### src/rtl/ahb_defs.sv
// Shared AHB encodings and bridge FSM state codes.
package ahb_defs;

  localparam logic [1:0] HTRANS_IDLE   = 2'b00;
  localparam logic [1:0] HTRANS_BUSY   = 2'b01;
  localparam logic [1:0] HTRANS_NONSEQ = 2'b10;
  localparam logic [1:0] HTRANS_SEQ    = 2'b11;

  localparam logic [2:0] HSIZE_BYTE = 3'd0;
  localparam logic [2:0] HSIZE_HALF = 3'd1;
  localparam logic [2:0] HSIZE_WORD = 3'd2;

  typedef enum logic [2:0] {
    ST_IDLE   = 3'd0,
    ST_ACCESS = 3'd1,
    ST_RESP   = 3'd2,
    ST_ERR1   = 3'd3,
    ST_ERR2   = 3'd4
  } state_t;

  // NONSEQ and SEQ both have bit 1 set; IDLE/BUSY carry no transfer.
  function automatic logic is_active(input logic [1:0] trans);
    return trans[1];
  endfunction

endpackage

### src/rtl/ahb_size_decoder.sv
// Size/alignment check and byte-strobe generation for one AHB address phase.
module ahb_size_decoder
  import ahb_defs::*;
(
  input  logic [1:0] addr_lo,
  input  logic [2:0] size,
  input  logic       write,
  output logic       legal,
  output logic [3:0] wstrb
);

  // Decode lane strobes; reads and illegal transfers get no strobes.
  always_comb begin
    legal = 1'b0;
    wstrb = 4'b0000;
    case (size)
      HSIZE_BYTE: begin
        legal = 1'b1;
        wstrb = 4'b0001 << addr_lo;
      end
      HSIZE_HALF: begin
        legal = ~addr_lo[0];
        wstrb = 4'b0011 << {addr_lo[1], 1'b0};
      end
      HSIZE_WORD: begin
        legal = (addr_lo == 2'b00);
        wstrb = 4'b1111;
      end
      default: begin
        legal = 1'b0;
        wstrb = 4'b0000;
      end
    endcase
    if (!write || !legal) wstrb = 4'b0000;
  end

endmodule

### src/rtl/ahb_to_native_mem_slave.sv
// AHB-Lite slave bridging to a valid/ready native memory port.
module ahb_to_native_mem_slave
  import ahb_defs::*;
#(
  parameter int unsigned TIMEOUT_CYCLES = 255,
  parameter logic [31:0] HRDATA_IDLE    = 32'h0000_0000
) (
  input  logic        clk,
  input  logic        reset,
  input  logic        hsel,
  input  logic [31:0] haddr,
  input  logic [1:0]  htrans,
  input  logic        hwrite,
  input  logic [2:0]  hsize,
  input  logic [3:0]  hprot,
  input  logic [31:0] hwdata,
  input  logic        hready,
  output logic        hreadyout,
  output logic        hresp,
  output logic [31:0] hrdata,
  output logic        mem_valid,
  output logic        mem_instr,
  output logic [31:0] mem_addr,
  output logic [31:0] mem_wdata,
  output logic [3:0]  mem_wstrb,
  input  logic        mem_ready,
  input  logic [31:0] mem_rdata
);

  // Counter only needs to reach TIMEOUT_CYCLES-1.
  localparam int CW = (TIMEOUT_CYCLES > 1) ? $clog2(TIMEOUT_CYCLES) : 1;
  localparam logic [CW-1:0] CNT_LAST = CW'(TIMEOUT_CYCLES - 1);

  state_t          state_q, state_d;
  logic [CW-1:0]   cnt_q;
  logic [31:0]     addr_q;
  logic [3:0]      wstrb_q;
  logic            instr_q;
  logic            write_q;
  logic [31:0]     hrdata_q;

  logic            dec_legal;
  logic [3:0]      dec_wstrb;
  logic            take;
  logic            can_take;
  logic            timeout_hit;

  logic unused_ok;
  assign unused_ok = ^{hprot[3:1], htrans[0]};

  ahb_size_decoder u_dec (
    .addr_lo (haddr[1:0]),
    .size    (hsize),
    .write   (hwrite),
    .legal   (dec_legal),
    .wstrb   (dec_wstrb)
  );

  // Address phases are only taken when no data phase is stalling the bus.
  assign can_take    = (state_q == ST_IDLE) || (state_q == ST_RESP) || (state_q == ST_ERR2);
  assign take        = can_take && hsel && hready && is_active(htrans);
  assign timeout_hit = (TIMEOUT_CYCLES != 0) && (cnt_q == CNT_LAST);

  // Next-state and handshake outputs.
  always_comb begin
    state_d   = state_q;
    hreadyout = 1'b1;
    hresp     = 1'b0;
    mem_valid = 1'b0;
    case (state_q)
      ST_IDLE, ST_RESP, ST_ERR2: begin
        hresp = (state_q == ST_ERR2);
        if (take) state_d = dec_legal ? ST_ACCESS : ST_ERR1;
        else      state_d = ST_IDLE;
      end
      ST_ACCESS: begin
        hreadyout = 1'b0;
        mem_valid = 1'b1;
        if (mem_ready)        state_d = ST_RESP;
        else if (timeout_hit) state_d = ST_ERR1;
      end
      ST_ERR1: begin
        hreadyout = 1'b0;
        hresp     = 1'b1;
        state_d   = ST_ERR2;
      end
      default: state_d = ST_IDLE;
    endcase
  end

  // State register.
  always_ff @(posedge clk or posedge reset) begin
    if (reset) state_q <= ST_IDLE;
    else       state_q <= state_d;
  end

  // Wait-state counter, restarted each time ACCESS is entered.
  always_ff @(posedge clk or posedge reset) begin
    if (reset)                                           cnt_q <= '0;
    else if (state_d == ST_ACCESS && state_q != ST_ACCESS) cnt_q <= '0;
    else if (state_q == ST_ACCESS)                       cnt_q <= cnt_q + 1'b1;
  end

  // Capture address-phase attributes and returned read data.
  always_ff @(posedge clk or posedge reset) begin
    if (reset) begin
      addr_q   <= '0;
      wstrb_q  <= '0;
      instr_q  <= 1'b0;
      write_q  <= 1'b0;
      hrdata_q <= HRDATA_IDLE;
    end else begin
      if (take) begin
        addr_q  <= {haddr[31:2], 2'b00};
        wstrb_q <= dec_wstrb;
        instr_q <= ~hprot[0];
        write_q <= hwrite;
      end
      if (state_q == ST_ACCESS && mem_ready && !write_q) hrdata_q <= mem_rdata;
    end
  end

  assign mem_addr  = addr_q;
  assign mem_wstrb = wstrb_q;
  assign mem_instr = instr_q;
  assign mem_wdata = hwdata;   // master holds hwdata through wait states
  assign hrdata    = hrdata_q;

endmodule

### config.mk
export PLATFORM = sky130hd
export DESIGN_NAME = ahb_to_native_mem_slave
export DESIGN_NICKNAME = d
export VERILOG_FILES = /design/src/rtl/ahb_defs.sv /design/src/rtl/ahb_size_decoder.sv /design/src/rtl/ahb_to_native_mem_slave.sv
export SDC_FILE = /design/constraint.sdc
export NUM_CORES = 1
export LEC_CHECK = 0
export ABC_AREA = 1
export CELL_PAD_IN_SITES_DETAIL_PLACEMENT = 1
export CELL_PAD_IN_SITES_GLOBAL_PLACEMENT = 1
export CORE_ASPECT_RATIO = 1.75
export CORE_UTILIZATION = 29
export CTS_CLUSTER_DIAMETER = 60
export DETAILED_ROUTE_END_ITERATION = 6
export GPL_TIMING_DRIVEN = 0
export PLACE_DENSITY = 0.84
export SYNTH_ARGS = -nofsm -noshare
export SYNTH_HDL_FRONTEND = slang
export SYNTH_SLANG_ARGS = --single-unit
### constraint.sdc
create_clock -name clk -period 3.8 [get_ports clk]
set_input_delay 0.76 -clock clk [delete_from_list [all_inputs] [get_ports clk]]
set_output_delay 0.76 -clock clk [all_outputs]
set_load 0.01 [all_outputs]
### Yosys cells after proc, flatten, opt, wreduce, memory -nomap -nowiden

Index checks and enable logic that the tools add are counted.

| word-level totals | value |
|---|---|
| output and inout port bits | 104 |
| register bits | 79 |

| operators by class | value |
|---|---|
| shifts and indexed selects | 2 |
| add/sub/neg operators | 1 |
| muxes and demuxes | 13 |
| reductions and logical operators | 18 |
| equal/unequal tests | 9 |
| bitwise operators | 2 |

Operator list:

| kind | number |
|---|---|
| two-way mux 8 bit | 2 |
| case mux 4 bit (3 select lines) | 1 |
| == test 3 x 1 -> 1 bit (second input constant) | 3 |
| == test 3 x 2 -> 1 bit (second input constant) | 3 |
| case mux 3 bit (3 select lines) | 1 |
| adder 8 x 1 -> 8 bit (second input constant) | 1 |
| == test 8 bit (second input constant) | 1 |
| logical AND 1 bit | 6 |
| zero test 3 bit | 2 |
| two-way mux 3 bit | 2 |
| two-way mux 2 bit | 2 |
| two-way mux 4 bit | 1 |
| << shifter 1 x 2 -> 4 bit (first input constant) | 1 |
| << shifter 2 x 2 -> 4 bit (first input constant) | 1 |
| == test 3 bit (second input constant) | 1 |
| zero test 1 bit | 3 |
| logical OR 1 bit | 3 |
| inequality test 3 x 1 -> 1 bit (second input constant) | 1 |
| case mux 1 bit (3 select lines) | 1 |
| OR reduction 3 bit | 1 |
| zero test 2 bit | 1 |
| two-way mux 1 bit | 2 |
| inverter 1 bit | 2 |
| case mux 1 bit (2 select lines) | 1 |
| other kinds (2) | 2 |

### Depth between registers and ports, before layout

Gate-level depths: netlist of the first run.

| logic depth | value |
|---|---|
| word-level depth | 11 |
| mapped depth | 7 |
| mapped depth without buffers | 7 |

### Hierarchy

From an unflattened synthesis of the first run, not the netlist that was laid out.

| unflattened totals | value |
|---|---|
| cell total of the unflattened synthesis | 436 |
| area, all modules | 3,746.1 um^2 |

By module, submodules not included:

| module | times used | cells each | sequential area each (um^2) | area an instance (um^2) |
|---|---|---|---|---|
| ahb_to_native_mem_slave | 1 | 402 | 1,976.9 | 3,564.7 |
| ahb_size_decoder | 1 | 34 | 0.0 | 181.4 |

### Worst setup path before layout of the first run

OpenSTA, ideal clock, no wires.

| timing | value |
|---|---|
| path kind | input -> output |
| start | in hwdata[0] |
| end | out mem_wdata[0] |
| cell stages on the path | 1 |
| required time | 3.040 ns |
| path buffers | 1 |
| slack | 2.161 ns |
| arrival | 0.879 ns |
| cells stage by stage | buf_4 |

RTL lines:

| item | line | RTL |
|---|---|---|
| start: declaration | ahb_to_native_mem_slave.sv:16 | `input logic [31:0] hwdata,` |
| end: declaration | ahb_to_native_mem_slave.sv:24 | `output logic [31:0] mem_wdata,` |

No word-level cell between the ends.

### Worst setup path in the final report of the first run

| timing | value |
|---|---|
| start | reg state_q[2] |
| end | out hresp |

| on the way | value |
|---|---|
| cells in the longest elaborated chain, start to end | 3 |
| elaborated cells on any way between the ends | 6 |
| classes of those cells | eq/ne (3); mux (1); reduce/logical (2) |

RTL lines:

| item | line | RTL |
|---|---|---|
| start: declaration | ahb_to_native_mem_slave.sv:34 | `state_t state_q, state_d;` |
| start signal: assignment | ahb_to_native_mem_slave.sv:94 | `else state_q <= state_d;` |
| == test 3 x 2 -> 1 bit (tied with other cells) | ahb_to_native_mem_slave.sv:70 | `case (state_q)` |
| OR reduction 3 bit | ahb_to_native_mem_slave.sv:70 |  |
| case mux 1 bit (2 select lines) (*) | ahb_to_native_mem_slave.sv:70 |  |
| end: declaration | ahb_to_native_mem_slave.sv:19 | `output logic hresp,` |

Every way passes the cells marked *; elsewhere a longest branch is shown, timed or not.

==> results of run 1 <==
[registers in the layout, summed over array words and instances, names as in the netlist]
| signal | cells |
|---|---|
| mem_instr | 1 |
| write_q | 1 |
| mem_wstrb | 4 |
| hrdata | 32 |
| state_q | 3 |
| cnt_q | 8 |
| mem_addr | 30 |
[metal layers]
| metal | wire length [um] | up-vias | track usage [%] |
|---|---|---|---|
| met5 | 0 | - | 0 |
| met4 | 249 | 0 | 6.40 |
| met3 | 1200 | 21 | 6.01 |
| met2 | 6260 | 159 | 33.4 |
| met1 | 3680 | 1618 | 17.0 |
| li1 | - | 1632 | - |
[cells in the final DEF (no fill, tap or decap), types with 3 or more instances in the layout]
master and instances:
nand4_1 4, buf_4 37, buf_2 3, clkbuf_16 9
o21ai_0 5, inv_2 3, bufinv_16 3, dfrtp_1 79
inv_1 47, nand2_1 160, buf_6 6, nand3_1 19
o21ai_2 32, clkdlybuf4s50_1 176, clkinv_4 3, nor2_1 7
[critical path, stage by stage (launching register included)]
cell	delay, ns
dfrtp_1	0.40
inv_2	0.09
nand2_1	0.08
o21ai_0	0.18
clkdlybuf4s50_1	0.57
[cells by family (layout without fill, tap and decap cells)]
family                   Yosys count  after routing  synth area share [%]
other                              1              2                 0.100
buffers and inverters             98            291                  15.0
flip-flops                        79             79                  52.9
XOR/XNOR                           1              1                 0.234
adder cells (fa/ha/maj)            2              2                 0.669
AO/OA/AOI/OAI                     40             40                  8.64
AND/OR/NAND/NOR                  200            200                  22.5
[worst min-delay path by stage]
stage / start / end
after global placement: mem_addr[30]$_DFFE_PP0N_ / mem_addr[30]$_DFFE_PP0N_
after floorplan: cnt_q[7]$_DFFE_PP0P_ / cnt_q[7]$_DFFE_PP0P_
after CTS: mem_addr[6]$_DFFE_PP0N_ / mem_addr[6]$_DFFE_PP0N_
after global routing: hrdata[22]$_DFFE_PP0P_ / hrdata[22]$_DFFE_PP0P_
final: mem_addr[6]$_DFFE_PP0N_ / mem_addr[6]$_DFFE_PP0N_
after detailed placement: mem_addr[6]$_DFFE_PP0N_ / mem_addr[6]$_DFFE_PP0N_
[power breakdown]
part / internal [mW] / switching (mW) / total (mW)
clock: 0.644 / 0.349 / 0.993
combinational: 0.671 / 0.518 / 1.19
sequential: 1.11 / 0.167 / 1.28
[cell type report]
cell class              count  area, um^2
clock buffers               9         225
flip-flops and latches     79        1980
well taps                 168         210
plain buffers              46         360
fillers                  1435        6420
inverters                  52         203
repair buffers            177        1780
multi-input cells         245        1200
clock inverters             7         121
==> metrics.yaml, run 1 <==
ys_ff_latch: 79
grt_pass1_vias: 3674
cts_resized: 0
clock.fmax_mhz: 415
ys_types: 24
p_per_area_mw_per_mm2: 568
routabilityCongestion: 0.816
synth_top_area_share_pct: 52.9
cts.sinks: 79
whs_ns: 0.471
grt.overflow.total: 0
dp_cells: 767
dp_slack_ns: 1.51
final_core_util_pct: 48.7
vias: 3430
slew_violations: 0
start_util_pct: 29.9
core_area_mm2: 0.0125
ir_drop_uv: 231
synthCells: 421
end_kind: "primary output"
final_cells: 783
first_pass_iters: 4
ys_seq_area_share_pct: 52.9
gr-usage-all-layers_pct: 17.7
avgSynthCellArea_um2: 8.88
finClkSkew_ns: 0.00526
crit_fanout: 3
drtIter0Drc: 72
rr_endpoint: "cnt_q[7]$_DFFE_PP0P_"
relSlewSlack_pct: 66.3
setup_tns_ns: 0
cp-startpoint: "state_q[2]$_DFF_PP0_"
tightest_slew_ns: 0.506
hpwl_mm: 9.14
antenna_found_initial: 1
place_area_mm2: 0.00574
holdPathStages: 2
power_mw: 3.46
io_pins: 215
yosysMostFrequentCell: "nand2_1"
die_area_mm2: 0.0134
r2r-start: "state_q[0]$_DFF_PP0_"
p_leak_nw: 2.96
fin_crit_ns: 2.41
numCtsBuffers: 9
arrival_ns: 1.65
hold_violations: 0
rsz0062_at_grt: "no"
drv_cap: 0
yosysWarnings: 0
area_delta_synth_final_pct: 62.7
clkTransAtPathRegs_ns: 0.06
post_cts_buffers: 0
die_h_um: 152
start_kind: "flip-flop"
yosys.area.top_type: "dfrtp_1"
min-delay-path-class: "reg2reg"
avgRoutedWirePerCell_um: 14.5
status: "finished clean"
r2r_cells: 6
grt_max_degree: 42
vias_per_cell: 4.38
final_nets: 723
cts_hold_buf: 0
diodes: 0
io_buffers: 176
ant_nets: 0
critPathKind: "reg2out"
cts_tree: "done"
dieWidth_um: 87.8
critical_path.endpoint: "hresp"
cts-root-buf: "clkbuf_16"
drive_above_1_share_pct: 17.4
grt_pass1_wl_mm: 18.2
rrSetupSlack_ns: 2.34
min_period_over_period_pct: 63.4
synth_ff_type: "dfrtp_1"
synth_top_cells_by_count: "nand2_1 (160), dfrtp_1 (79), inv_1 (48)"
routed_wl_mm: 11.4
clk_latency_ns: 0.33
clockBufferDepth: 2
htreeDepth: 3
synth_edf_count: 0
drc: 0
rows: 54
synth_area_mm2: 0.00374
setup_slack_ns: 1.39
cp.required_ns: 3.04
synth_area_leaders: "dfrtp_1 (53%), nand2_1 (16%), o21ai_2 (7.5%)"
stdcell_area_mm2: 0.00608
setup_viol_count_final: 0
synthArstFlopShare_pct: 100
No activity file was read; power rests on OpenSTA's default activity.
==> inputs of run 2 (changes only) <==
--- a/config.mk
+++ b/config.mk
@@ -9,11 +9,11 @@
 export CELL_PAD_IN_SITES_DETAIL_PLACEMENT = 1
 export CELL_PAD_IN_SITES_GLOBAL_PLACEMENT = 1
 export CORE_ASPECT_RATIO = 1.75
-export CORE_UTILIZATION = 29
+export CORE_UTILIZATION = 24
 export CTS_CLUSTER_DIAMETER = 60
 export DETAILED_ROUTE_END_ITERATION = 6
 export GPL_TIMING_DRIVEN = 0
-export PLACE_DENSITY = 0.84
+export PLACE_DENSITY = 0.74
 export SYNTH_ARGS = -nofsm -noshare
 export SYNTH_HDL_FRONTEND = slang
 export SYNTH_SLANG_ARGS = --single-unit
==> constraint.sdc (replaced) <==
create_clock -name clk -period 2.1 [get_ports clk]
set_input_delay 0.42 -clock clk [delete_from_list [all_inputs] [get_ports clk]]
set_output_delay 0.42 -clock clk [all_outputs]
set_load 0.01 [all_outputs]
==> metrics.yaml, run 2 (same netlist as run 1, synthesis figures left out) <==
status: "finished clean"  # unchanged
final_cells: 802  # was 783
setup_slack_ns: 0.141  # was 1.39 ns
vias_per_cell: 4.33  # was 4.38
cts.sinks: 79  # unchanged
fin_crit_ns: 1.96
cp_num_buf_inv: 3  # was 2
ir_drop_uv: 430  # was 231 uV
num-fill-cells: 1775  # was 1435
dp_cells: 786  # was 767
whs_ns: 0.444  # was 0.471 ns
htreeDepth: 3  # unchanged
cts_tree: "done"  # unchanged
die_h_um: 167  # was 152 um
diodes: 0  # unchanged
cts_hold_buf: 0  # unchanged
rows: 60  # was 54
io_pins: 215  # unchanged
largest_reg_flops: 32  # unchanged
vias: 3473  # was 3430
gr-usage-all-layers_pct: 14.5  # was 17.7%
start_kind: "flip-flop"  # unchanged
seq_area_mm2: 0.00198  # unchanged
rsz0062_at_grt: "no"  # unchanged
dieWidth_um: 96.3  # was 87.8 um
drc: 0  # unchanged
cts-root-buf: "clkbuf_16"  # unchanged
dp_slack_ns: 0.161  # was 1.51 ns
ant_nets: 0  # unchanged
drive_above_1_share_pct: 17.5  # was 17.4%
p_leak_nw: 2.96  # about the same
area_delta_synth_final_pct: 62.8  # was 62.7%
final_core_util_pct: 39.7  # was 48.7%
crit_path_max_incr_delay_ns: 0.53  # was 0.57 ns
core_area_mm2: 0.0153  # was 0.0125 mm^2
critPathKind: "reg2out"  # unchanged
start_util_pct: 24.4  # was 29.9%
place_area_mm2: 0.00578  # was 0.00574 mm^2
stdcell_area_mm2: 0.00608  # about the same
final_cell_mix: "clkdlybuf4s50_1 (175), nand2_1 (160), dfrtp_1 (79)"  # was clkdlybuf4s50_1 (176), nand2_1 (160), dfrtp_1 (79)
clk_latency_ns: 0.33  # about the same
final_nets: 725  # was 723
drtIter0Drc: 49  # was 72
hpwl_mm: 8.99  # was 9.14 mm
clock.fmax_mhz: 510
routed_wl_mm: 11.3  # was 11.4 mm
cp.required_ns: 1.68  # was 3.04 ns
first_pass_iters: 4  # unchanged
grt.overflow.total: 0  # unchanged
crit_slowest_cell: "clkdlybuf4s50_1"  # unchanged
setup_tns_ns: 0  # unchanged
routabilityCongestion: 0.700  # was 0.816
setup_viol_count_final: 0  # unchanged
power_mw: 6.04  # was 3.46 mW
final_common_cell: "clkdlybuf4s50_1"  # unchanged
hold_violations: 0  # unchanged
crit_fanout: 5  # was 3
slew_violations: 0  # unchanged
min_period_over_period_pct: 93.3
p_per_area_mw_per_mm2: 992  # was 568 mW/mm^2
arrival_ns: 1.54  # was 1.65 ns
clkTransAtPathRegs_ns: 0.06  # about the same
numCtsBuffers: 9  # unchanged
finClkSkew_ns: 0.00571  # was 0.00526 ns
grt_pass1_vias: 3751  # was 3674
grt_max_degree: 37  # was 42
drv_cap: 0  # unchanged
antenna_found_initial: 0  # was 1
path_delay_family: "buffers and inverters"  # unchanged
avgRoutedWirePerCell_um: 14.1  # was 14.5 um
min-delay-path-class: "in2async"  # was reg2reg
multiInputGateArea_mm2: 0.00120  # unchanged
clockBufferDepth: 2  # unchanged
end_kind: "primary output"  # unchanged
worstPathCellList: "inv_2 > nand3_4 > inv_6 > clkdlybuf4s50_1"  # was inv_2 > nand2_1 > o21ai_0 > clkdlybuf4s50_1
die_area_mm2: 0.0161  # was 0.0134 mm^2
grt_pass1_wl_mm: 18.0  # was 18.2 mm
io_buffers: 176  # unchanged
## run 2: power breakdown
part           switching, mW  internal, mW  total (mW)
registers              0.311          2.00        2.32
clock network          0.616         0.946        1.56
logic                  0.943          1.22        2.16
total                   1.87          4.17        6.04
## run 2: path summary, 6_finish.rpt
check / from / to / slack (ns) / cells after the start
min reg2reg: mem_addr[8]$_DFFE_PP0N_ / mem_addr[8]$_DFFE_PP0N_ / 0.47 / 2
max reg2reg: state_q[0]$_DFF_PP0_ / cnt_q[7]$_DFFE_PP0P_ / 0.64 / 6
max: state_q[2]$_DFF_PP0_ / mem_valid / 0.14 / 4
min: reset / hrdata[29]$_DFFE_PP0P_ / 0.44 / 2
min in group clk: mem_addr[8]$_DFFE_PP0N_ / mem_addr[8]$_DFFE_PP0N_ / 0.47 / 2
max in group asynchronous: reset / mem_addr[12]$_DFFE_PP0N_ / 1.16 / 3
## run 2: layout make-up
class,instances,area share [%]
flip-flops and latches,79,32.5
repair buffers,179,29.8
multi-input cells,245,19.8
plain buffers,46,5.92
clock buffers,10,3.93
well taps,186,3.82
inverters,52,3.35
clock inverters,5,0.925
## run 2: worst register-to-register path, cell delays in order (launching register included)
cell and delay [ns]:
dfrtp_1 0.42, inv_1 0.09, nand2_1 0.09, nor2_4 0.24, nand3_1 0.27, nand3_1 0.18
nand2_1 0.07
## run 2: per-layer routing
metal / vias to the layer above / wire length, um / global-route usage, %
li1: 1636 / - / -
met1: 1639 / 3820 / 14.5
met2: 172 / 6210 / 27.2
met3: 26 / 960 / 4.20
met4: 0 / 311 / 5.63
met5: - / 0 / 0
## run 2: timing repair
action,4_1_cts,5_1_grt
setup endpoints to repair,0,2
buffers inserted,0,1
resized for setup,0,1
==> inputs of run 3 (changes only) <==
--- a/config.mk
+++ b/config.mk
@@ -5,15 +5,14 @@
 export SDC_FILE = /design/constraint.sdc
 export NUM_CORES = 1
 export LEC_CHECK = 0
-export ABC_AREA = 1
 export CELL_PAD_IN_SITES_DETAIL_PLACEMENT = 1
 export CELL_PAD_IN_SITES_GLOBAL_PLACEMENT = 1
 export CORE_ASPECT_RATIO = 1.75
-export CORE_UTILIZATION = 24
+export CORE_UTILIZATION = 25
 export CTS_CLUSTER_DIAMETER = 60
 export DETAILED_ROUTE_END_ITERATION = 6
 export GPL_TIMING_DRIVEN = 0
-export PLACE_DENSITY = 0.74
+export PLACE_DENSITY = 0.75
 export SYNTH_ARGS = -nofsm -noshare
 export SYNTH_HDL_FRONTEND = slang
 export SYNTH_SLANG_ARGS = --single-unit
==> metrics.yaml, run 3 <==
status: "finished clean"  # unchanged
grt_pass1_vias: 3155  # was 3751
setup_viol_count_final: 0  # unchanged
arrival_ns: 1.55  # was 1.54 ns
ys_types: 35  # was 24
crit_slowest_cell: "clkdlybuf4s50_1"  # unchanged
cts.sinks: 79  # unchanged
dieWidth_um: 90.8  # was 96.3 um
rows: 56  # was 60
dp_slack_ns: -0.361  # was 0.161 ns
use_met2_pct: 26.5  # was 27.2%
synth_top_area_share_pct: 57.3  # was 52.9%
final_cell_mix: "clkdlybuf4s50_1 (172), dfrtp_1 (79), mux2_2 (63)"  # was clkdlybuf4s50_1 (175), nand2_1 (160), dfrtp_1 (79)
p_per_area_mw_per_mm2: 1030  # was 992 mW/mm^2
rsz0062_at_grt: "no"  # unchanged
final_common_cell: "clkdlybuf4s50_1"  # unchanged
io_buffers: 174  # was 176
start_kind: "flip-flop"  # unchanged
synth_area_mm2: 0.00345  # was 0.00374 mm^2
diodes: 0  # unchanged
clockBufferDepth: 2  # unchanged
drtIter0Drc: 73  # was 49
die_area_mm2: 0.0143  # was 0.0161 mm^2
gr-usage-all-layers_pct: 13.6  # was 14.5%
antenna_found_initial: 0  # unchanged
synth_top_cells_by_count: "dfrtp_1 (79), mux2_2 (63), buf_4 (34)"  # was nand2_1 (160), dfrtp_1 (79), inv_1 (48)
crit_path_max_incr_delay_ns: 0.54  # was 0.53 ns
core_area_mm2: 0.0135  # was 0.0153 mm^2
p_leak_nw: 2.44  # was 2.96 nW
whs_ns: 0.485  # was 0.444 ns
ir_drop_uv: 404  # was 430 uV
end_kind: "primary output"  # unchanged
htreeDepth: 3  # unchanged
hold_violations: 0  # unchanged
hpwl_mm: 7.66  # was 8.99 mm
yosysWarnings: 0  # unchanged
grt_pass1_wl_mm: 15.2  # was 18.0 mm
synth_area_leaders: "dfrtp_1 (57%), mux2_2 (21%), buf_4 (7.4%)"  # was dfrtp_1 (53%), nand2_1 (16%), o21ai_2 (7.5%)
num-fill-cells: 1445  # was 1775
grt_use_met3_pct: 4.20  # about the same
min-delay-path-class: "reg2reg"  # was in2async
routed_wl_mm: 9.69  # was 11.3 mm
grt_max_degree: 42  # was 37
largest_reg_flops: 32  # unchanged
drv_cap: 0  # unchanged
use_met1_pct: 13.3  # was 14.5%
routabilityCongestion: 0.751  # was 0.700
final_nets: 563  # was 725
critPathKind: "reg2out"  # unchanged
tightest_slew_ns: 0.858
synthArstFlopShare_pct: 100  # unchanged
cp.required_ns: 1.68  # about the same
fin_crit_ns: 1.97  # was 1.96 ns
clk_latency_ns: 0.33  # about the same
cts_tree: "done"  # unchanged
yosysMostFrequentCell: "dfrtp_1"  # was nand2_1
ys_seq_area_share_pct: 57.3  # was 52.9%
final_core_util_pct: 42.8  # was 39.7%
start_util_pct: 25.7  # was 24.4%
vias: 2780  # was 3473
grt.overflow.total: 0  # unchanged
relSlewSlack_pct: 42.7
busiest_layer: "met2"  # unchanged
worstPathCellList: "and2b_1 > inv_1 > clkdlybuf4s50_1"  # was inv_2 > nand3_4 > inv_6 > clkdlybuf4s50_1
vias_per_cell: 4.42  # was 4.33
crit_fanout: 4  # was 5
min_period_over_period_pct: 93.6  # was 93.3%
power_mw: 5.93  # was 6.04 mW
cts_hold_buf: 0  # unchanged
avgRoutedWirePerCell_um: 15.4  # was 14.1 um
area_delta_synth_final_pct: 66.7  # was 62.8%
ant_nets: 0  # unchanged
finClkSkew_ns: 0.00850  # was 0.00571 ns
io_pins: 215  # unchanged
clkTransAtPathRegs_ns: 0.06  # about the same
drive_above_1_share_pct: 28.1  # was 17.5%
clock.fmax_mhz: 509  # was 510 MHz
yosys.area.top_type: "dfrtp_1"  # unchanged
setup_slack_ns: 0.134  # was 0.141 ns
avgSynthCellArea_um2: 13.1  # was 8.88 um^2
synthCells: 264  # was 421
synth_edf_count: 0  # unchanged
drc: 0  # unchanged
first_pass_iters: 5  # was 4
slew_violations: 0  # unchanged
die_h_um: 157  # was 167 um
numCtsBuffers: 9  # unchanged
ys_ff_latch: 79  # unchanged
cts-root-buf: "clkbuf_16"  # unchanged
synth_ff_type: "dfrtp_1"  # unchanged
run 3: layout make-up:
type	count	area (um^2)	share of cell area (%)
Clock inverter	6	75.1	1.31
Multi-Input combinational cell	134	1150	20.0
Buffer	44	304	5.29
Inverter	7	32.5	0.566
Sequential cell	79	1980	34.4
Timing Repair Buffer	175	1760	30.5
Tap cell	174	218	3.79
Clock buffer	10	239	4.15
run 3: path summary, 6_finish.rpt:
check / startpoint / end / slack, ns / cells past startpoint
setup / recovery: state_q[2]$_DFF_PP0_ / hreadyout / 0.13 / 3
hold / removal: mem_instr$_DFFE_PP0N_ / mem_instr$_DFFE_PP0N_ / 0.48 / 2
setup reg to reg: state_q[1]$_DFF_PP0_ / cnt_q[7]$_DFFE_PP0P_ / 0.26 / 5
hold reg to reg: mem_instr$_DFFE_PP0N_ / mem_instr$_DFFE_PP0N_ / 0.48 / 2
max in group asynchronous: reset / cnt_q[3]$_DFFE_PP0P_ / 0.81 / 3
min in group asynchronous: reset / hrdata[19]$_DFFE_PP0P_ / 0.61 / 2
run 3: layer usage:
| layer | share of wire, % | vias to the layer above | wire, um |
|---|---|---|---|
| met5 | 0 | - | 0 |
| met4 | 1.5 | 0 | 150 |
| met3 | 8.1 | 9 | 789 |
| met2 | 57 | 152 | 5510 |
| met1 | 33 | 1370 | 3240 |
| li1 | - | 1249 | - |
run 3: logic make-up after synthesis:
kind of cell,count (synthesis),share of synthesized area [%]
buffers and inverters,52,9.61
other,1,0.109
muxes,63,20.6
xor gates and xnor gates,4,1.02
adders and majority gates,2,0.725
AOI/OAI and AO/OA,28,5.58
and+or+nand+nor,35,5.11
DFF,79,57.3
run 3: what timing repair did:
item                                    in CTS  in global routing
buffers inserted                             0                  0
hold endpoints to repair                     0                  0
endpoints found under the setup margin       4                 32
gates resized for setup                      6                  2
run 3: worst max-delay path, delay by kind of cell (launching register included):
family        cells  cell delay [ns]
buf+inv           2             0.62
simple gates      1             0.22
flops             1             0.38
run 3: through the flow:
stage	std cells	cell area, um^2	TNS, ns
5_1_grt	629	5750	0
3_3_place_gp	613	5420	-22.07
6_report	629	5750	0
3_5_place_dp	614	5440	-11.04
2_1_floorplan	265	3460	0
4_1_cts	630	5760	-0.0128
run 3: power by group:
part,leakage [nW],internal (mW),switching (mW)
combinational,1.32,1.27,0.732
clock,0.152,0.973,0.661
sequential,0.961,2.00,0.292
